===== config.mk =====
export PLATFORM = sky130hd
export DESIGN_NAME = seg_scan_ctrl_flat
export DESIGN_NICKNAME = d
export VERILOG_FILES = /design/src/rtl/seg_scan_if.sv /design/src/rtl/seg_scan_ctrl.sv /design/src/flat_wrapper.sv
export SDC_FILE = /design/constraint.sdc
export NUM_CORES = 1
export LEC_CHECK = 0
export CORE_UTILIZATION = 65
export CTS_CLUSTER_SIZE = 20
export DETAILED_ROUTE_END_ITERATION = 10
export DONT_BUFFER_PORTS = 1
export HOLD_SLACK_MARGIN = 0.15
export PLACE_DENSITY = 0.9
export SYNTH_ARGS = -nofsm -noshare
export SYNTH_HDL_FRONTEND = slang
export SYNTH_SLANG_ARGS = --single-unit

===== constraint.sdc =====
create_clock -name clk -period 8.8 [get_ports clk]
set_input_delay 1.76 -clock clk [delete_from_list [all_inputs] [get_ports clk]]
set_output_delay 1.76 -clock clk [all_outputs]
set_load 0.05 [all_outputs]

===== src/rtl/seg_scan_if.sv =====
// seg_scan_if: bundle between the game-control logic and the display scanner.
//   enable      : 1 = display on, 0 = forced blank (timing keeps running)
//   dig1..dig4  : active-low segment codes, dig1 = leftmost digit
//   blink_mask  : bit 3 = dig1 ... bit 0 = dig4, 1 = digit blinks
//   seg         : shared cathode bus, active-low
//   an          : anode enables, active-low, an[3] = dig1 ... an[0] = dig4
//   frame_done  : one-cycle pulse in the last cycle of each frame
// master = game-control side, slave = scan controller.
interface seg_scan_if;
    logic       enable;
    logic [6:0] dig1;
    logic [6:0] dig2;
    logic [6:0] dig3;
    logic [6:0] dig4;
    logic [3:0] blink_mask;
    logic [6:0] seg;
    logic [3:0] an;
    logic       frame_done;

    modport master (
        output enable, dig1, dig2, dig3, dig4, blink_mask,
        input  seg, an, frame_done
    );

    modport slave (
        input  enable, dig1, dig2, dig3, dig4, blink_mask,
        output seg, an, frame_done
    );
endinterface


===== src/rtl/seg_scan_ctrl.sv =====
// seg_scan_ctrl: time-multiplexed scan controller for a 4-digit seven-segment
// display. Each digit gets a slot of REFRESH_DIV cycles; the first DEAD_CYCLES
// of a slot are blanked to avoid ghosting. Digit codes, blink mask and blink
// phase are captured once per frame so a frame never mixes old and new values.
// Ports:
//   clk   : system clock
//   RESET : asynchronous, active-high reset
//   bus   : seg_scan_if.slave (inputs enable/dig1..dig4/blink_mask,
//           registered outputs seg/an/frame_done)
module seg_scan_ctrl #(
    parameter int REFRESH_DIV = 100000,
    parameter int DEAD_CYCLES = 1000,
    parameter int BLINK_DIV   = 50000000
) (
    input  logic       clk,
    input  logic       RESET,
    seg_scan_if.slave  bus
);

    localparam int OFF_W = (REFRESH_DIV > 1) ? $clog2(REFRESH_DIV) : 1;
    localparam int BLK_W = (BLINK_DIV > 1) ? $clog2(BLINK_DIV) : 1;
    localparam logic [OFF_W-1:0] OFF_LAST = OFF_W'(REFRESH_DIV - 1);
    localparam logic [OFF_W-1:0] DEAD_OFF = OFF_W'(DEAD_CYCLES);
    localparam logic [BLK_W-1:0] BLK_LAST = BLK_W'(BLINK_DIV - 1);

    typedef enum logic {
        ST_BLANK = 1'b0,
        ST_DRIVE = 1'b1
    } slot_state_e;

    // The position counter p is kept as {slot, offset} so that p / R and
    // p mod R need no divider.
    logic [1:0]       slot_q, slot_d;
    logic [OFF_W-1:0] offset_q, offset_d;
    logic [BLK_W-1:0] blink_cnt_q, blink_cnt_d;
    logic             blink_ph_q, blink_ph_d;
    logic [6:0]       sh_dig1_q, sh_dig1_d;
    logic [6:0]       sh_dig2_q, sh_dig2_d;
    logic [6:0]       sh_dig3_q, sh_dig3_d;
    logic [6:0]       sh_dig4_q, sh_dig4_d;
    logic [3:0]       sh_mask_q, sh_mask_d;
    logic             sh_ph_q, sh_ph_d;
    logic [6:0]       seg_q, seg_d;
    logic [3:0]       an_q, an_d;
    logic             frame_done_q, frame_done_d;

    slot_state_e      slot_state_s;
    logic             frame_start_s;
    logic             frame_last_s;
    logic [6:0]       sel_dig_s;
    logic [3:0]       sel_an_s;
    logic             sel_mask_s;

    // Next-state logic for counters, shadow registers and output registers.
    always_comb begin
        offset_d     = offset_q;
        slot_d       = slot_q;
        blink_cnt_d  = blink_cnt_q;
        blink_ph_d   = blink_ph_q;
        sh_dig1_d    = sh_dig1_q;
        sh_dig2_d    = sh_dig2_q;
        sh_dig3_d    = sh_dig3_q;
        sh_dig4_d    = sh_dig4_q;
        sh_mask_d    = sh_mask_q;
        sh_ph_d      = sh_ph_q;
        seg_d        = 7'b1111111;
        an_d         = 4'b1111;
        sel_dig_s    = 7'b1111111;
        sel_an_s     = 4'b1111;
        sel_mask_s   = 1'b0;

        frame_start_s = (slot_q == 2'd0) && (offset_q == {OFF_W{1'b0}});
        frame_last_s  = (slot_q == 2'd3) && (offset_q == OFF_LAST);
        frame_done_d  = frame_last_s;

        if (offset_q == OFF_LAST) begin
            offset_d = {OFF_W{1'b0}};
            slot_d   = slot_q + 2'd1;
        end else begin
            offset_d = offset_q + {{(OFF_W-1){1'b0}}, 1'b1};
            slot_d   = slot_q;
        end

        if (blink_cnt_q == BLK_LAST) begin
            blink_cnt_d = {BLK_W{1'b0}};
            blink_ph_d  = ~blink_ph_q;
        end else begin
            blink_cnt_d = blink_cnt_q + {{(BLK_W-1){1'b0}}, 1'b1};
            blink_ph_d  = blink_ph_q;
        end

        // Capture uses the pre-edge phase, so a toggle on the same edge
        // lands in the following frame.
        if (frame_start_s) begin
            sh_dig1_d = bus.dig1;
            sh_dig2_d = bus.dig2;
            sh_dig3_d = bus.dig3;
            sh_dig4_d = bus.dig4;
            sh_mask_d = bus.blink_mask;
            sh_ph_d   = blink_ph_q;
        end else begin
            sh_dig1_d = sh_dig1_q;
            sh_dig2_d = sh_dig2_q;
            sh_dig3_d = sh_dig3_q;
            sh_dig4_d = sh_dig4_q;
            sh_mask_d = sh_mask_q;
            sh_ph_d   = sh_ph_q;
        end

        case (slot_q)
            2'd0: begin sel_dig_s = sh_dig1_q; sel_an_s = 4'b0111; sel_mask_s = sh_mask_q[3]; end
            2'd1: begin sel_dig_s = sh_dig2_q; sel_an_s = 4'b1011; sel_mask_s = sh_mask_q[2]; end
            2'd2: begin sel_dig_s = sh_dig3_q; sel_an_s = 4'b1101; sel_mask_s = sh_mask_q[1]; end
            2'd3: begin sel_dig_s = sh_dig4_q; sel_an_s = 4'b1110; sel_mask_s = sh_mask_q[0]; end
            default: begin sel_dig_s = 7'b1111111; sel_an_s = 4'b1111; sel_mask_s = 1'b0; end
        endcase

        // A blinked-off slot and a disabled display both look like BLANK.
        if ((offset_q >= DEAD_OFF) && !(sh_ph_q && sel_mask_s)) begin
            slot_state_s = ST_DRIVE;
        end else begin
            slot_state_s = ST_BLANK;
        end

        case (slot_state_s)
            ST_DRIVE: begin
                if (bus.enable) begin
                    seg_d = sel_dig_s;
                    an_d  = sel_an_s;
                end else begin
                    seg_d = 7'b1111111;
                    an_d  = 4'b1111;
                end
            end
            ST_BLANK: begin
                seg_d = 7'b1111111;
                an_d  = 4'b1111;
            end
            default: begin
                seg_d = 7'b1111111;
                an_d  = 4'b1111;
            end
        endcase
    end

    // State and output registers with asynchronous reset.
    always_ff @(posedge clk or posedge RESET) begin
        if (RESET) begin
            offset_q     <= {OFF_W{1'b0}};
            slot_q       <= 2'd0;
            blink_cnt_q  <= {BLK_W{1'b0}};
            blink_ph_q   <= 1'b0;
            sh_dig1_q    <= 7'b1111111;
            sh_dig2_q    <= 7'b1111111;
            sh_dig3_q    <= 7'b1111111;
            sh_dig4_q    <= 7'b1111111;
            sh_mask_q    <= 4'b0000;
            sh_ph_q      <= 1'b0;
            seg_q        <= 7'b1111111;
            an_q         <= 4'b1111;
            frame_done_q <= 1'b0;
        end else begin
            offset_q     <= offset_d;
            slot_q       <= slot_d;
            blink_cnt_q  <= blink_cnt_d;
            blink_ph_q   <= blink_ph_d;
            sh_dig1_q    <= sh_dig1_d;
            sh_dig2_q    <= sh_dig2_d;
            sh_dig3_q    <= sh_dig3_d;
            sh_dig4_q    <= sh_dig4_d;
            sh_mask_q    <= sh_mask_d;
            sh_ph_q      <= sh_ph_d;
            seg_q        <= seg_d;
            an_q         <= an_d;
            frame_done_q <= frame_done_d;
        end
    end

    assign bus.seg        = seg_q;
    assign bus.an         = an_q;
    assign bus.frame_done = frame_done_q;

endmodule


===== src/flat_wrapper.sv =====
// flat-port wrapper written by rule: the top's interface ports become plain ports
module seg_scan_ctrl_flat 
#(
    parameter int REFRESH_DIV = 100000,
    parameter int DEAD_CYCLES = 1000,
    parameter int BLINK_DIV   = 50000000
)
  (clk, RESET, bus_enable, bus_dig1, bus_dig2, bus_dig3, bus_dig4, bus_blink_mask, bus_seg, bus_an, bus_frame_done);
  seg_scan_if bus_i ();
  input  logic clk;
  input  logic RESET;
  input wire logic [$bits(bus_i.enable)-1:0] bus_enable;
  input wire logic [$bits(bus_i.dig1)-1:0] bus_dig1;
  input wire logic [$bits(bus_i.dig2)-1:0] bus_dig2;
  input wire logic [$bits(bus_i.dig3)-1:0] bus_dig3;
  input wire logic [$bits(bus_i.dig4)-1:0] bus_dig4;
  input wire logic [$bits(bus_i.blink_mask)-1:0] bus_blink_mask;
  output wire logic [$bits(bus_i.seg)-1:0] bus_seg;
  output wire logic [$bits(bus_i.an)-1:0] bus_an;
  output wire logic [$bits(bus_i.frame_done)-1:0] bus_frame_done;
  assign bus_i.enable = bus_enable;
  assign bus_i.dig1 = bus_dig1;
  assign bus_i.dig2 = bus_dig2;
  assign bus_i.dig3 = bus_dig3;
  assign bus_i.dig4 = bus_dig4;
  assign bus_i.blink_mask = bus_blink_mask;
  assign bus_seg = bus_i.seg;
  assign bus_an = bus_i.an;
  assign bus_frame_done = bus_i.frame_done;
  seg_scan_ctrl #(.REFRESH_DIV(REFRESH_DIV), .DEAD_CYCLES(DEAD_CYCLES), .BLINK_DIV(BLINK_DIV)) u_core (.clk(clk), .RESET(RESET), .bus(bus_i));
endmodule

==> metrics <==
final worst slack 5986 ps; min-delay worst type reg -> reg; DRT iter0 DRCs 234; Reg2Reg Setup Slack 6580 ps; Rows 28; crit end category primary output; Global Route Usage Sum 0.2638; Tmin final 2814 ps; area grow syn2layout 6.828%; Maximum Capacitance Violations 0; fin crit share 0.3198; Post-Place Setup Slack 6062 ps; count of flip-flops with a built-in enable after synthesis 0; Max VDD drop 184.1 uV; syn nets 397; ys flop type dfrtp_1; top-area cell type share of the netlist area 0.3142; Sink Count 91; Max Used Layer met4; most frequent cell after synthesis dfrtp_1; ys async rst share 1.000; via/cell ratio 6.277; leakage 1.799 nW; reg2reg path depth 6; H-tree depth 3; met3 wire len 455 um; Post-CTS Hold Buffers 0; CTS max path bufs 2; synthesized area 4141 um2; Synth cell types 45; Routed Antenna Nets 0; setup TNS 0 ps; Max Slew Vio Count 0; Initial Util 0.6873; total of warnings raised by yosys 0; pin slew with the least headroom to its limit 1066 ps; Pwr per Cell Area 170.5 nW/um2; routed wire length 8080 um; Crit Reg-Reg Startpoint u_core.offset_q[0]$_DFF_PP0_; CTS buffer count 9; first drt pass iteration count 4; CTS tree yes; detail-routed net length per standard cell 18.49 um; leading area contributor after synthesis dfrtp_1; DRT met1 WL 3514 um; Fmax achieved 0.3553 GHz; post-CTS setup buffer count 0; via count 2743; syn_area_per_cell 11.67 um2; Antenna diodes 0; initial antenna violation count 0; crit-path max FO 1; root buffer selected by CTS clkbuf_8; WS Path Type reg -> out; reg2reg end u_core.bus.an[3]$_DFF_PP1_; first-pass GRT wire length 12730 um; core area 6026 um2; Detail Placement HPWL 5257 um; drt drc 0; chip height 81.82 um; number of cells on the critical path 0; crit path to bus_seg[3]; number of global-route vias before repair 2593; outcome complete, no violations; Critical Path Start u_core.bus.seg[3]$_DFF_PP1_; DIE AREA 6695 um2; unrepaired setup endpoints after global routing false; synthesized instance count 355; CP Launch Type register; I/O pin count 47; Congestion Overflow GR 0; met2 wire length 3995 um; Required @ worst endpoint 7040 ps; Yosys reg bits 91; Hold Violations, Final 0; final setup fails 0; crit path DAT 1050 ps; largest net degree at the start of global routing 92; Placer Congestion 0.8371; Seq/Total Area, Yosys 0.5616; IO Port Bufs 0; Area contributors post-synth dfrtp_1 (31%), dfstp_2 (25%), mux2_2 (9.2%); CTS clk-pin slew, worst paths 90 ps; Setup Skew 6.212 ps; share of cells above drive strength 1 0.2928; most frequent cells after synthesis dfrtp_1 (52), dfstp_2 (39), mux2_2 (34); worst skew pair latency 360 ps; number of gates resized after cts 0; Rel. slew slack 0.2893; Die W 81.82 um; Hold Slack 488.9 ps; fin nets 399
[placed cells by master (no fill, tap or decap), drive strengths merged, types with 2 or more instances in the layout]
master	instances
dfrtp	52
dfstp	39
and2	2
and3	6
a21oi	8
nor2	19
and4	3
clkinv	2
a31o	2
nand4	12
o21ai	13
nor2b	4
o21ba	2
inv	14
nand2b	2
nor4	4
a222oi	8
clkbuf	12
nand2	32
xnor2	15
ha	7
xor2	14
or4	5
nand3	13
nor3	8
mux2	34
or2	3
buf	3
or3	8
o31ai	4
[per-layer routing]
metal,vias up,GRT usage
li1,1274,-
met1,1376,0.3454
met2,80,0.4050
met3,13,0.08889
met4,0,0.1018
met5,-,0
[worst min path at each step]
stage / start / endpoint / slack [ps] / cells past startpoint
after floorplan: u_core.blink_ph_q$_DFFE_PP0N_ / u_core.blink_ph_q$_DFFE_PP0N_ / 440 / 1
after global placement: u_core.blink_ph_q$_DFFE_PP0N_ / u_core.blink_ph_q$_DFFE_PP0N_ / 450 / 1
after detailed placement: u_core.offset_q[0]$_DFF_PP0_ / u_core.offset_q[0]$_DFF_PP0_ / 470 / 1
after CTS: u_core.offset_q[0]$_DFF_PP0_ / u_core.offset_q[0]$_DFF_PP0_ / 490 / 1
after global routing: u_core.offset_q[0]$_DFF_PP0_ / u_core.offset_q[0]$_DFF_PP0_ / 510 / 1
final: u_core.offset_q[0]$_DFF_PP0_ / u_core.offset_q[0]$_DFF_PP0_ / 490 / 1
[stage by stage]
stage	instances	cell area [um2]	total power, mW	util
4_1_cts	437	4424	0.7602	0.7342
3_3_place_gp	421	4203	0.4579	0.6975
3_5_place_dp	421	4203	0.4592	0.6975
5_1_grt	437	4424	0.7815	0.7342
2_1_floorplan	355	4141	0.4543	-
6_report	437	4424	0.7542	0.7342
[power by group]
group          leakage (nW)  total (mW)  internal (mW)  switching, mW
Combinational         0.592      0.0164        0.00627         0.0102
Sequential             1.10       0.435          0.431        0.00411
Clock                 0.108       0.303          0.158          0.145
Total                  1.80       0.754          0.595          0.159
[final cells by class]
class                      instances  area, um2
sequential                        91       2326
clock buffer                      12      166.4
fill                             378       1602
multi-input combinational        238       1707
tap                               75      93.84
clock inverter                     4      55.05
timing repair buffer               3      22.52
inverter                          14      53.80
[kinds of logic after synthesis]
group | Yosys count | share of synthesized area
simple gates | 125 | 0.1628
flops | 91 | 0.5616
compound gates | 43 | 0.07372
mux | 34 | 0.09245
xor+xnor | 29 | 0.06133
buf+inv | 26 | 0.02689
fa+ha+maj | 7 | 0.02115
[sequential cells by signal, indices dropped and copies added, names as in the netlist]
name and flops:
u_core.sh_dig3_q 7, u_core.sh_ph_q 1, u_core.offset_q 17, u_core.sh_dig4_q 7, u_core.bus.frame_done 1, u_core.sh_dig2_q 7
u_core.bus.an 4, u_core.sh_mask_q 4, u_core.blink_ph_q 1, u_core.bus.seg 7, u_core.slot_q 2, u_core.blink_cnt_q 26
u_core.sh_dig1_q 7
Power figures use the tool's default switching activity.
